`config.mk`:
```
export PLATFORM = sky130hd
export DESIGN_NAME = mem_access_ctrl
export DESIGN_NICKNAME = d
export VERILOG_FILES = /design/src/rtl/mem_access_pkg.sv /design/src/rtl/byte_lane_unit.sv /design/src/rtl/mem_access_ctrl.sv
export SDC_FILE = /design/constraint.sdc
export NUM_CORES = 1
export LEC_CHECK = 0
export ABC_AREA = 1
export CORE_MARGIN = 5
export CORE_UTILIZATION = 30
export DETAILED_ROUTE_END_ITERATION = 16
export PLACE_DENSITY_LB_ADDON = 0.2
export SYNTH_ARGS = -nofsm -noshare
export SYNTH_HDL_FRONTEND = slang
export SYNTH_SLANG_ARGS = --single-unit
```
`constraint.sdc`:
```
create_clock -name Clk -period 1.58 [get_ports Clk]
set_clock_uncertainty 0.1 [all_clocks]
set_input_delay 0.237 -clock Clk [delete_from_list [all_inputs] [get_ports Clk]]
set_output_delay 0.237 -clock Clk [all_outputs]
set_load 0.01 [all_outputs]
```
`src/rtl/mem_access_pkg.sv`:
```
// Shared definitions for the memory access sequencer.
//   size_e  : access width encoding carried on the Size port
//   state_e : sequencer states
//   OFF_*   : byte-offset values selecting byte and half-word lanes
//   is_misaligned : flags accesses that must complete with an error
package mem_access_pkg;

  typedef enum logic [1:0] {
    SZ_BYTE = 2'd0,
    SZ_HALF = 2'd1,
    SZ_WORD = 2'd2,
    SZ_RSVD = 2'd3
  } size_e;

  typedef enum logic [2:0] {
    ST_IDLE,
    ST_READ,
    ST_CAPTURE,
    ST_WRITE,
    ST_DONE
  } state_e;

  localparam logic [1:0] OFF_B0   = 2'd0;
  localparam logic [1:0] OFF_B1   = 2'd1;
  localparam logic [1:0] OFF_B2   = 2'd2;
  localparam logic [1:0] OFF_B3   = 2'd3;
  localparam logic [1:0] OFF_H_HI = 2'd2;

  // Reserved size is always rejected; half needs even, word needs 4-byte alignment.
  function automatic logic is_misaligned(input logic [1:0] size, input logic [1:0] off);
    logic mis;
    mis = 1'b1;
    if (size == SZ_BYTE)      mis = 1'b0;
    else if (size == SZ_HALF) mis = off[0];
    else if (size == SZ_WORD) mis = (off != 2'd0);
    return mis;
  endfunction

endpackage

```
`src/rtl/byte_lane_unit.sv`:
```
// Combinational lane steering for sub-word accesses (little-endian).
// Ports:
//   offset      : byte offset within the word (Addr[1:0])
//   size        : access width (size_e encoding)
//   is_unsigned : loads only, 1 = zero-extend, 0 = sign-extend
//   mem_word    : word read from memory
//   st_data     : store data, LS byte/half used for sub-word stores
//   ld_val      : extracted and extended load value
//   st_word     : mem_word with the addressed lane replaced by store data
module byte_lane_unit
  import mem_access_pkg::*;
(
  input  logic [1:0]  offset,
  input  logic [1:0]  size,
  input  logic        is_unsigned,
  input  logic [31:0] mem_word,
  input  logic [31:0] st_data,
  output logic [31:0] ld_val,
  output logic [31:0] st_word
);

  logic [7:0]  ld_byte;
  logic [15:0] ld_half;

  always_comb begin
    ld_byte = mem_word[7:0];
    case (offset)
      OFF_B0:  ld_byte = mem_word[7:0];
      OFF_B1:  ld_byte = mem_word[15:8];
      OFF_B2:  ld_byte = mem_word[23:16];
      OFF_B3:  ld_byte = mem_word[31:24];
      default: ld_byte = mem_word[7:0];
    endcase
    ld_half = (offset == OFF_H_HI) ? mem_word[31:16] : mem_word[15:0];

    // Word accesses pass straight through in both directions.
    ld_val  = mem_word;
    st_word = st_data;
    if (size == SZ_BYTE) begin
      ld_val  = {{24{~is_unsigned & ld_byte[7]}}, ld_byte};
      st_word = mem_word;
      case (offset)
        OFF_B0:  st_word[7:0]   = st_data[7:0];
        OFF_B1:  st_word[15:8]  = st_data[7:0];
        OFF_B2:  st_word[23:16] = st_data[7:0];
        OFF_B3:  st_word[31:24] = st_data[7:0];
        default: st_word[7:0]   = st_data[7:0];
      endcase
    end else if (size == SZ_HALF) begin
      ld_val  = {{16{~is_unsigned & ld_half[15]}}, ld_half};
      st_word = mem_word;
      if (offset == OFF_H_HI) st_word[31:16] = st_data[15:0];
      else                    st_word[15:0]  = st_data[15:0];
    end
  end

endmodule

```
`src/rtl/mem_access_ctrl.sv`:
```
// Sequencer between the MEM stage and a single-port, word-wide memory with
// synchronous read. Sub-word stores are done as read-modify-write so the
// memory only ever sees full-word accesses.
// Ports:
//   Clk, Rst          : clock, synchronous active-high reset
//   Req/Write/Size/Unsigned/Addr/WrData : request, sampled only while Busy=0
//   Busy, Done, Err   : handshake status; Err is valid with Done
//   RdData            : load result, held until the next completed load
//   MemAddr/MemRe/MemWe/MemWrData/MemRdData : memory interface
module mem_access_ctrl
  import mem_access_pkg::*;
#(
  parameter int ADDR_W = 32
) (
  input  logic              Clk,
  input  logic              Rst,
  input  logic              Req,
  input  logic              Write,
  input  logic [1:0]        Size,
  input  logic              Unsigned,
  input  logic [ADDR_W-1:0] Addr,
  input  logic [31:0]       WrData,
  output logic              Busy,
  output logic              Done,
  output logic              Err,
  output logic [31:0]       RdData,
  output logic [ADDR_W-3:0] MemAddr,
  output logic              MemRe,
  output logic              MemWe,
  output logic [31:0]       MemWrData,
  input  logic [31:0]       MemRdData
);

  state_e            state_q, state_d;
  logic              write_q, write_d;
  logic [1:0]        size_q, size_d;
  logic              uns_q, uns_d;
  logic [ADDR_W-1:0] addr_q, addr_d;
  logic [31:0]       wdata_q, wdata_d;
  logic              err_q, err_d;
  logic [31:0]       rd_data_q, rd_data_d;
  logic [31:0]       mem_wr_data_q, mem_wr_data_d;

  logic [31:0]       ld_val;
  logic [31:0]       st_word;

  byte_lane_unit u_lane (
    .offset      (addr_q[1:0]),
    .size        (size_q),
    .is_unsigned (uns_q),
    .mem_word    (MemRdData),
    .st_data     (wdata_q),
    .ld_val      (ld_val),
    .st_word     (st_word)
  );

  always_comb begin
    state_d       = state_q;
    write_d       = write_q;
    size_d        = size_q;
    uns_d         = uns_q;
    addr_d        = addr_q;
    wdata_d       = wdata_q;
    err_d         = err_q;
    rd_data_d     = rd_data_q;
    mem_wr_data_d = mem_wr_data_q;

    unique case (state_q)
      ST_IDLE: begin
        if (Req) begin
          write_d = Write;
          size_d  = Size;
          uns_d   = Unsigned;
          addr_d  = Addr;
          wdata_d = WrData;
          if (is_misaligned(Size, Addr[1:0])) begin
            err_d   = 1'b1;
            state_d = ST_DONE;
          end else if (Write && (Size == SZ_WORD)) begin
            // Full-word store needs no read; the word is ready now.
            err_d         = 1'b0;
            mem_wr_data_d = WrData;
            state_d       = ST_WRITE;
          end else begin
            err_d   = 1'b0;
            state_d = ST_READ;
          end
        end
      end
      ST_READ:    state_d = ST_CAPTURE;
      ST_CAPTURE: begin
        // MemRdData is valid this cycle (one cycle after MemRe).
        if (write_q) begin
          mem_wr_data_d = st_word;
          state_d       = ST_WRITE;
        end else begin
          rd_data_d = ld_val;
          state_d   = ST_DONE;
        end
      end
      ST_WRITE:   state_d = ST_DONE;
      ST_DONE:    state_d = ST_IDLE;
      default:    state_d = ST_IDLE;
    endcase
  end

  always_ff @(posedge Clk) begin
    if (Rst) begin
      state_q       <= ST_IDLE;
      write_q       <= 1'b0;
      size_q        <= 2'd0;
      uns_q         <= 1'b0;
      addr_q        <= '0;
      wdata_q       <= 32'd0;
      err_q         <= 1'b0;
      rd_data_q     <= 32'd0;
      mem_wr_data_q <= 32'd0;
    end else begin
      state_q       <= state_d;
      write_q       <= write_d;
      size_q        <= size_d;
      uns_q         <= uns_d;
      addr_q        <= addr_d;
      wdata_q       <= wdata_d;
      err_q         <= err_d;
      rd_data_q     <= rd_data_d;
      mem_wr_data_q <= mem_wr_data_d;
    end
  end

  assign Busy      = (state_q != ST_IDLE);
  assign Done      = (state_q == ST_DONE);
  assign Err       = (state_q == ST_DONE) && err_q;
  assign MemRe     = (state_q == ST_READ);
  // Gated so a write cycle that coincides with reset never reaches memory.
  assign MemWe     = (state_q == ST_WRITE) && !Rst;
  assign MemWrData = mem_wr_data_q;
  assign RdData    = rd_data_q;
  assign MemAddr   = addr_q[ADDR_W-1:2];

endmodule

```
==> results of run 1 <==
==> state kept, by name, indices dropped and copies added (netlist names) <==
name       count
size_q         2
write_q        1
MemWrData     32
wdata_q       32
RdData        32
uns_q          1
state_q        3
addr_q        32
err_q          1
==> final timing paths <==
kind	start	end	slack, ns	cells after the start
worst max-delay path	state_q[0]$_SDFFE_PP0P_	MemWrData[12]$_SDFFE_PP0P_	-0.08	12
worst max register to register	state_q[0]$_SDFFE_PP0P_	MemWrData[12]$_SDFFE_PP0P_	-0.08	12
worst min-delay path	Req	state_q[2]$_SDFFE_PP0P_	0.20	3
worst min register to register	addr_q[21]$_SDFFE_PP0P_	addr_q[21]$_SDFFE_PP0P_	0.36	2
==> power groups by stage <==
stage | combinational [mW] | sequential (mW) | clock (mW)
4_1_cts | 2.85 | 3.85 | 4.11
3_5_place_dp | 2.71 | 3.93 | 0
5_1_grt | 3.49 | 3.90 | 4.27
2_1_floorplan | 1.44 | 3.92 | 0
3_3_place_gp | 2.70 | 3.93 | 0
6_report | 3.22 | 3.87 | 4.04
==> through the flow <==
step           total power, mW  TNS (ns)  utilization, %  setup slack (ns)  cells
2_1_floorplan            5.366         0               -           0.02361   1094
3_3_place_gp             6.632    -10.50           41.53           -0.2627   1583
3_5_place_dp             6.644    -12.74           41.53           -0.3622   1583
4_1_cts                  10.81    -2.111           44.78           -0.1219   1627
5_1_grt                  11.65    -10.07           47.11           -0.1498   1646
6_report                 11.13    -1.912           47.11          -0.08152   1646
==> worst max-delay path: stages, from the launching register on <==
cell	delay, ns
dfxtp_4	0.39
inv_4	0.04
nand2_2	0.08
nor2_4	0.04
buf_6	0.13
nand3_4	0.07
nand2_4	0.06
nor2_4	0.10
buf_12	0.16
buf_6	0.18
nand2_2	0.05
nor2_1	0.09
nor2_1	0.04
==> area by class of cell <==
cell class / instances / area, µm²
clock inverters: 15 / 161.4
fillers: 2492 / 12450
inverters: 77 / 294.0
multi-input cells: 772 / 3908
repair buffers: 310 / 3167
flip-flops and latches: 136 / 2736
clock buffers: 17 / 425.4
well taps: 319 / 399.1
==> cell families after synthesis <==
family,Yosys count,synth area share (%)
AO/OA/AOI/OAI,303,22.68
buffers and inverters,187,12.64
flip-flops,136,37.78
AND/OR/NAND/NOR,468,26.90
==> per-layer routing <==
| metal | global-route usage [%] | part of all wire [%] | up-vias |
|---|---|---|---|
| met1 | 25.81 | 43 | 3797 |
| met2 | 32.42 | 46 | 292 |
| li1 | - | - | 4011 |
| met3 | 6.089 | 8.3 | 36 |
| met5 | 0 | 0 | - |
| met4 | 5.028 | 2.0 | 0 |
==> synth_stat cells <==
library cell	count
dfxtp_1	136
nor3_1	2
nand2_4	2
a21oi_1	126
nor4_1	2
o211ai_1	23
nand3_2	2
nor2_2	2
clkbuf_1	45
nor2_1	153
or2_2	9
inv_4	1
nand2_2	3
buf_2	20
clkbuf_2	1
o21ai_0	120
o21a_1	16
o21ai_1	7
o22ai_1	8
buf_1	2
buf_6	6
buf_4	36
o211ai_2	1
a31oi_1	2
inv_1	69
nor2_4	1
nand2_1	209
nand3_1	83
inv_2	7
==> repair_timing <==
action | CTS | global route
gates resized for setup | 197 | 87
gates cloned | 4 | 11
buffers inserted | 8 | 9
endpoints found under the setup margin | 142 | 136
pin swaps | 7 | 9
==> flow_summary.ini, run 1 <==
[sta]
final-setup-viol-count = 51
slew_headroom_pct = 60.70
worst_hold_slack_ns = 0.2026
fmax_ghz = 0.6019
timing.final.ws_setup_ns = -0.08152
timing_max_transition_violations_final = 0
finalCriticalPeriod_ns = 1.662
hold_violations = 0
rsz_0062_raised_after_global_routing = yes
final_min_period_over_clock_period_pct = 105.2
tightest_slew_ns = 0.5886

[setup_path]
critPathCaptureType = flip-flop
cp_data_arrival_time_ns = 1.89
critical_path_required_time_ns = 1.81
startpoint_type = flip-flop
critical_path_peak_fanout = 7
worstSetupPathType = reg -> reg

[floorplan]
coreArea_mm2 = 0.02354
rows = 56
ios = 202
die_height_um = 165.0
die_span_in_x_um = 165.0
floorplan.initialDensity_pct = 30.61
fp.dieArea_mm2 = 0.02722

[synthesis]
synthDominantCellAreaShare_pct = 37.78
synth-seq-area-share_pct = 37.78
post_synth_instance_area_mm2 = 0.007206
synth.net_count = 1197
yosys_warnings = 0
synthTopCellsByArea = dfxtp_1, nand2_1, a21oi_1
yosys.area.top_type = dfxtp_1
yosys.cell_types.count = 29
netlist_instances = 1094
synthesis.area_per_instance_um2 = 6.587
postSynthRegisterBits = 136

[clocking]
cts-htree-levels = 4
cts_tree = done
post_cts_hold_buffer_count = 0
worst_skew_pair.late_latency_ns = 0.43
buffer_cell_driving_the_clock_tree_root = clkbuf_16
worst_setup_hold_path_clk_slew_ns = 0.07
numCtsBuffers = 17
clock_sinks = 136
clock_path_buffers = 2

[pwr]
power.switching_mw = 3.808
power.share.switching_pct = 34.21
power_leakage_nw = 5.074
power_frac_comb_pct = 28.9
total_power_density_per_cell_area_mw_per_mm2 = 1004
internal-power_mw = 7.324
worst_ir_drop_on_vdd_v = 0.0007138
part_of_the_power_in_the_clock_network_pct = 36.3
seq_power_share_pct = 34.7

[finish]
postLayoutCellArea_mm2 = 0.01109
nNetsFinal = 1417
layout_common_cells = nand2_1, nor2_1, dfxtp_1
post_route_cells_drive_above_1_share_pct = 19.07
diodes = 0
area_growth_syn_to_layout_pct = 53.92
final_common_cell = nand2_1

[route]
avgRoutedWirePerCell_um = 17.76
antenna_left = 0
initialDrtViolationCount = 678
number_of_vias_after_detailed_routing = 8136
routed_wirelength_um = 29230
detail_route.first_pass.iterations = 5
drcViolationCount = 0
via_cell_ratio = 4.943

[global_routing]
first_global_vias = 7714
grt_antenna_before_repair = 0
track_usage_pct = 19.94
grt_max_degree = 49
grt_first_pass_wirelength_um = 42280
globalRoute.totalOverflow = 0

[outcome]
failed_checks = negative setup slack
status = finished, violations left

[placement]
dp.final_hpwl_um = 19600
place_congestion = 0.8868
input_output_buffers = 201
dpl-instance-area_mm2 = 0.009778

[min_path]
timing.hold.worst.class = in -> reg

[job]
max-cap-violations = 0
(Power assumes the default switching activity.)
==> run 2, diff against run 1 <==
TNS_END_PERCENT = 50   (was default)
==> run 2 against run 1 <==
Compared with the run above: the run still ends with negative setup slack left; sequential power about the same; fmax up 0.20%; setup slack better by 0.0033 ns; register-to-register slack about the same; global-route usage down 0.30 points; wire length down 0.94%; die area unchanged; sequential share of layout area about the same; design area up 0.19%; utilization up 0.090 points; highest routed layer unchanged.
==> flow_summary.ini, run 2 (synthesized netlist as in run 1, its figures left out) <==
[floorplan]
rows = 56
coreArea_mm2 = 0.02354
ios = 202
fp.dieArea_mm2 = 0.02722
die_height_um = 165.0
die_span_in_x_um = 165.0
floorplan.initialDensity_pct = 30.61

[clocking]
worst_setup_hold_path_clk_slew_ns = 0.07
buffer_cell_driving_the_clock_tree_root = clkbuf_16
cts-htree-levels = 4
numCtsBuffers = 17
clock_sinks = 136
worst_skew_pair.late_latency_ns = 0.43
post_cts_hold_buffer_count = 0
cts_tree = done
clock_path_buffers = 2

[route]
initialDrtViolationCount = 620
antenna_left = 0
avgRoutedWirePerCell_um = 17.69
via_cell_ratio = 4.949
detail_route.first_pass.iterations = 5
drcViolationCount = 0
number_of_vias_after_detailed_routing = 8102
routed_wirelength_um = 28960

[outcome]
status = finished, violations left
failed_checks = negative setup slack

[global_routing]
track_usage_pct = 19.64
first_global_vias = 7673
most_used_routing_layer_in_global_routing = met2
grt_max_degree = 49
grt_first_pass_wirelength_um = 41720
grt_antenna_before_repair = 0
globalRoute.totalOverflow = 0
use_met3_pct = 5.990
grt.met1_usage_pct = 25.52
groute.layer.met2.usage_pct = 31.74

[sta]
rsz_0062_raised_after_global_routing = yes
worst_hold_slack_ns = 0.2029
final-setup-viol-count = 47
slew_headroom_pct = 63.02
hold_violations = 0
tns_ns = -1.825
fmax_ghz = 0.6031
finalCriticalPeriod_ns = 1.658
tightest_slew_ns = 0.5547
timing_max_transition_violations_final = 0
timing.final.ws_setup_ns = -0.07819
final_min_period_over_clock_period_pct = 104.9

[setup_path]
critPathCaptureType = flip-flop
critical_path_required_time_ns = 1.81
startpoint_type = flip-flop
r2r_slack_ns = -0.08
cp_data_arrival_time_ns = 1.89
critical_path_peak_fanout = 6
worstSetupPathType = reg -> reg

[finish]
nNetsFinal = 1408
finished_layout_cells = 1637
diodes = 0
post_route_cells_drive_above_1_share_pct = 20.49
fillers = 2483
final_common_cell = nand2_1
finalCoreUtilization_pct = 47.20
layout_common_cells = nand2_1, nor2_1, dfxtp_1
area_growth_syn_to_layout_pct = 54.21

[placement]
input_output_buffers = 201
place_congestion = 0.8868
dp.final_hpwl_um = 19600
placedCellCount = 1583

[job]
max-cap-violations = 0

[pwr]
power_leakage_nw = 5.062
worst_ir_drop_on_vdd_v = 0.0007104
total_power_density_per_cell_area_mw_per_mm2 = 998.8

[min_path]
timing.hold.worst.class = in -> reg
==> run 2: cell count changes in the layout (fill, tap and decap cells not counted), sizes merged <==
| cell | delta |
|---|---|
| nand2 | -1 |
| buf | -9 |
| clkbuf | +1 |
==> run 2: area by class of cell <==
class | instances | area, µm² | share of cell area (%)
multi-input combinational | 771 | 4010 | 36.09
tap | 319 | 399.1 | 3.592
timing repair buffer | 302 | 3080 | 27.72
clock inverter | 15 | 161.4 | 1.453
inverter | 77 | 294.0 | 2.646
sequential | 136 | 2741 | 24.67
clock buffer | 17 | 425.4 | 3.828
==> run 2: worst paths after layout <==
kind | from | end | depth (start not counted)
setup / recovery | state_q[0]$_SDFFE_PP0P_ | MemWrData[14]$_SDFFE_PP0P_ | 12
hold / removal | Req | state_q[2]$_SDFFE_PP0P_ | 3
setup reg to reg | state_q[0]$_SDFFE_PP0P_ | MemWrData[14]$_SDFFE_PP0P_ | 12
hold reg to reg | addr_q[21]$_SDFFE_PP0P_ | addr_q[21]$_SDFFE_PP0P_ | 2
==> run 2: where the power goes <==
group / total, mW / switching [mW] / internal [mW]
Clock: 4.05 / 1.92 / 2.13
Combinational: 3.17 / 1.72 / 1.45
Sequential: 3.88 / 0.184 / 3.69
==> run 2: what timing repair did <==
item                                    4_1_cts  5_1_grt
cloned                                        1       12
endpoints found under the hold margin         0        0
resized for setup                           183      142
setup buffers                                 6        6
endpoints found under the setup margin      142      136
pin swaps                                     3       27
==> run 2: metal layers <==
metal	share of wire (%)	wire length, µm
met4	1.8	510
met2	47	13580
met5	0	0
met3	8.1	2339
met1	43	12530
==> run 2: through the flow <==
step / instance area (µm²) / setup WS (ns) / total power [mW]
6_report: 11110 / -0.07819 / 11.10
3_3_place_gp: 9778 / -0.2627 / 6.632
4_1_cts: 10420 / -0.1219 / 10.71
5_1_grt: 11110 / -0.1434 / 11.61
3_5_place_dp: 9778 / -0.3622 / 6.644
2_1_floorplan: 7206 / 0.02361 / 5.366
==> run 2: worst max-delay path, stage by stage (launching register included) <==
cell     delay (ns)
dfxtp_4        0.41
inv_4          0.06
nand2_4        0.07
nor2_4         0.03
buf_6          0.13
nand3_4        0.07
nand2_4        0.06
nor2_4         0.12
buf_12         0.15
buf_6          0.13
nand2_1        0.05
nor2_1         0.11
nor2_1         0.05
==> run 3, diff against run 2 <==
SETUP_SLACK_MARGIN = 0.2   (was default)
==> run 3 against run 2 <==
Compared with the run above: the flow still finishes with violations (negative setup slack); via count grew 2.9%; non-clock buffer count grew 43; wire length grew 3.3%; sequential share of layout area shrank 2.1 points; clock power grew 4%; register-to-register slack lost 0.06 ns; setup slack lost 0.063 ns; fmax shrank 3.6%; critical path type unchanged; critical endpoint is now RdData[14]$_SDFFE_PP0P_.
==> flow_summary.ini, run 3 (synthesized netlist as in run 1, its figures left out) <==
[clocking]
cts_tree = done
cts-htree-levels = 4
worst_setup_hold_path_clk_slew_ns = 0.06
worst_skew_pair.late_latency_ns = 0.43
clock_path_buffers = 2
buffer_cell_driving_the_clock_tree_root = clkbuf_16
post_cts_hold_buffer_count = 0
numCtsBuffers = 17
clock_sinks = 136

[sta]
timing.final.ws_setup_ns = -0.1408
final_min_period_over_clock_period_pct = 108.9
tightest_slew_ns = 0.7479
timing_max_transition_violations_final = 0
slew_headroom_pct = 50.14
hold_violations = 0
fmax_ghz = 0.5811
rsz_0062_raised_after_global_routing = yes
final-setup-viol-count = 117
finalCriticalPeriod_ns = 1.721

[setup_path]
worstSetupPathType = reg -> reg
crit_path_start = addr_q[0]$_SDFFE_PP0P_
cp_num_cells = 11
crit_end = RdData[14]$_SDFFE_PP0P_
critical_path_required_time_ns = 1.82
critical_path.n_buffers_inverters = 5
cp_slowest_cell = dfxtp_4
critPathCaptureType = flip-flop
critical_path_peak_fanout = 7
worstReg2RegEnd = RdData[14]$_SDFFE_PP0P_
regToRegStartpoint = addr_q[0]$_SDFFE_PP0P_
cp_data_arrival_time_ns = 1.96
cpPeakStageDelay_ns = 0.36
startpoint_type = flip-flop
cp_common_cell = nand2_1
r2r_slack_ns = -0.14
cp_top_family = buffers and inverters
cp_cell_sequence = buf_8 > inv_8 > nand2_8 > nor2_4 > buf_4 > clkbuf_16 > nand2_1 > o211ai_1 > nand3_1 > nand2_1 > inv_1
worst_r2r_path_depth = 11

[finish]
finished_layout_cells = 1681
area_growth_syn_to_layout_pct = 69.58
finalCoreUtilization_pct = 51.90
diodes = 0
nNetsFinal = 1452
final_common_cell = nand2_1
postLayoutCellArea_mm2 = 0.01222
layout_common_cells = nand2_1, dfxtp_1, nor2_1
post_route_cells_drive_above_1_share_pct = 37.30

[floorplan]
die_height_um = 165.0
ios = 202
floorplan.initialDensity_pct = 30.61
rows = 56
die_span_in_x_um = 165.0
fp.dieArea_mm2 = 0.02722
coreArea_mm2 = 0.02354

[global_routing]
groute.layer.met2.usage_pct = 31.57
globalRoute.totalOverflow = 0
first_global_vias = 7746
grt_first_pass_wirelength_um = 42400
track_usage_pct = 19.96
most_used_routing_layer_in_global_routing = met2
grt_antenna_before_repair = 0
use_met3_pct = 5.990
grt.met1_usage_pct = 26.37
grt_max_degree = 49

[route]
detail_route.first_pass.iterations = 6
routed_wirelength_um = 29920
initialDrtViolationCount = 650
via_cell_ratio = 4.958
drcViolationCount = 0
number_of_vias_after_detailed_routing = 8335
avgRoutedWirePerCell_um = 17.80
antenna_left = 0

[pwr]
power_frac_comb_pct = 31.7
seq_power_share_pct = 33.0
power.share.switching_pct = 33.71
power_leakage_nw = 5.281
part_of_the_power_in_the_clock_network_pct = 35.4
internal-power_mw = 7.878
worst_ir_drop_on_vdd_v = 0.0007316
power.switching_mw = 4.006
power_mw = 11.88
total_power_density_per_cell_area_mw_per_mm2 = 972.5

[placement]
placedCellCount = 1593
dpl-instance-area_mm2 = 0.009856
dp.final_hpwl_um = 19960
place_congestion = 0.8965
input_output_buffers = 201

[outcome]
status = finished, violations left
failed_checks = negative setup slack

[job]
max-cap-violations = 0

[min_path]
timing.hold.worst.class = in -> reg
## run 3: how the worst min path moves through the flow
stage	startpoint	end	slack (ns)	depth (start not counted)
after detailed placement	addr_q[28]$_SDFFE_PP0P_	addr_q[28]$_SDFFE_PP0P_	0.35	2
after global placement	addr_q[30]$_SDFFE_PP0P_	addr_q[30]$_SDFFE_PP0P_	0.35	2
after floorplan	WrData[16]	wdata_q[16]$_SDFFE_PP0P_	0.30	2
after CTS	Req	write_q$_SDFFE_PP0P_	0.20	4
final	Req	write_q$_SDFFE_PP0P_	0.26	4
after global routing	Req	write_q$_SDFFE_PP0P_	0.25	4
## run 3: timing repair
item	in CTS	in global routing
buffers inserted	14	20
pin swaps	44	71
gates resized for setup	348	340
endpoints found under the setup margin	235	222
endpoints found under the hold margin	0	0
gates cloned	4	18
## run 3: per-layer routing
metal  part of all wire, %  wire length [µm]
met4                   1.6               483
met3                   8.3              2474
met5                     0                 0
met2                    48             14230
met1                    43             12730
## run 3: area by class of cell
class	count	area, µm²
clock buffers	17	425.4
multi-input cells	772	4631
clock inverters	15	177.7
flip-flops and latches	136	2753
repair buffers	345	3507
fillers	2315	11320
inverters	77	326.6
well taps	319	399.1
## run 3: worst min-delay path, stage by stage
cell and delay, ns:
buf_2 0.15, nand2_8 0.14, clkbuf_16 0.16, a21oi_1 0.05
## run 3: power by group through the flow
| stage | combinational (mW) | clock [mW] | sequential [mW] |
|---|---|---|---|
| after floorplan | 1.49 | 0 | 3.93 |
| after global placement | 2.75 | 0 | 3.93 |
| after detailed placement | 2.75 | 0 | 3.93 |
| after CTS | 2.97 | 4.23 | 3.88 |
| after global routing | 4.04 | 4.40 | 3.95 |
| final | 3.76 | 4.20 | 3.92 |
## run 3: through the flow
stage          worst slack, ns  setup TNS [ns]  hold WS [ns]
5_1_grt                -0.2223          -14.77        0.2531
3_3_place_gp           -0.2382          -10.29        0.3468
4_1_cts               -0.07316          -1.184        0.2049
3_5_place_dp           -0.3095          -10.77        0.3520
2_1_floorplan           0.1133               0        0.3019
6_report               -0.1408          -5.972        0.2610
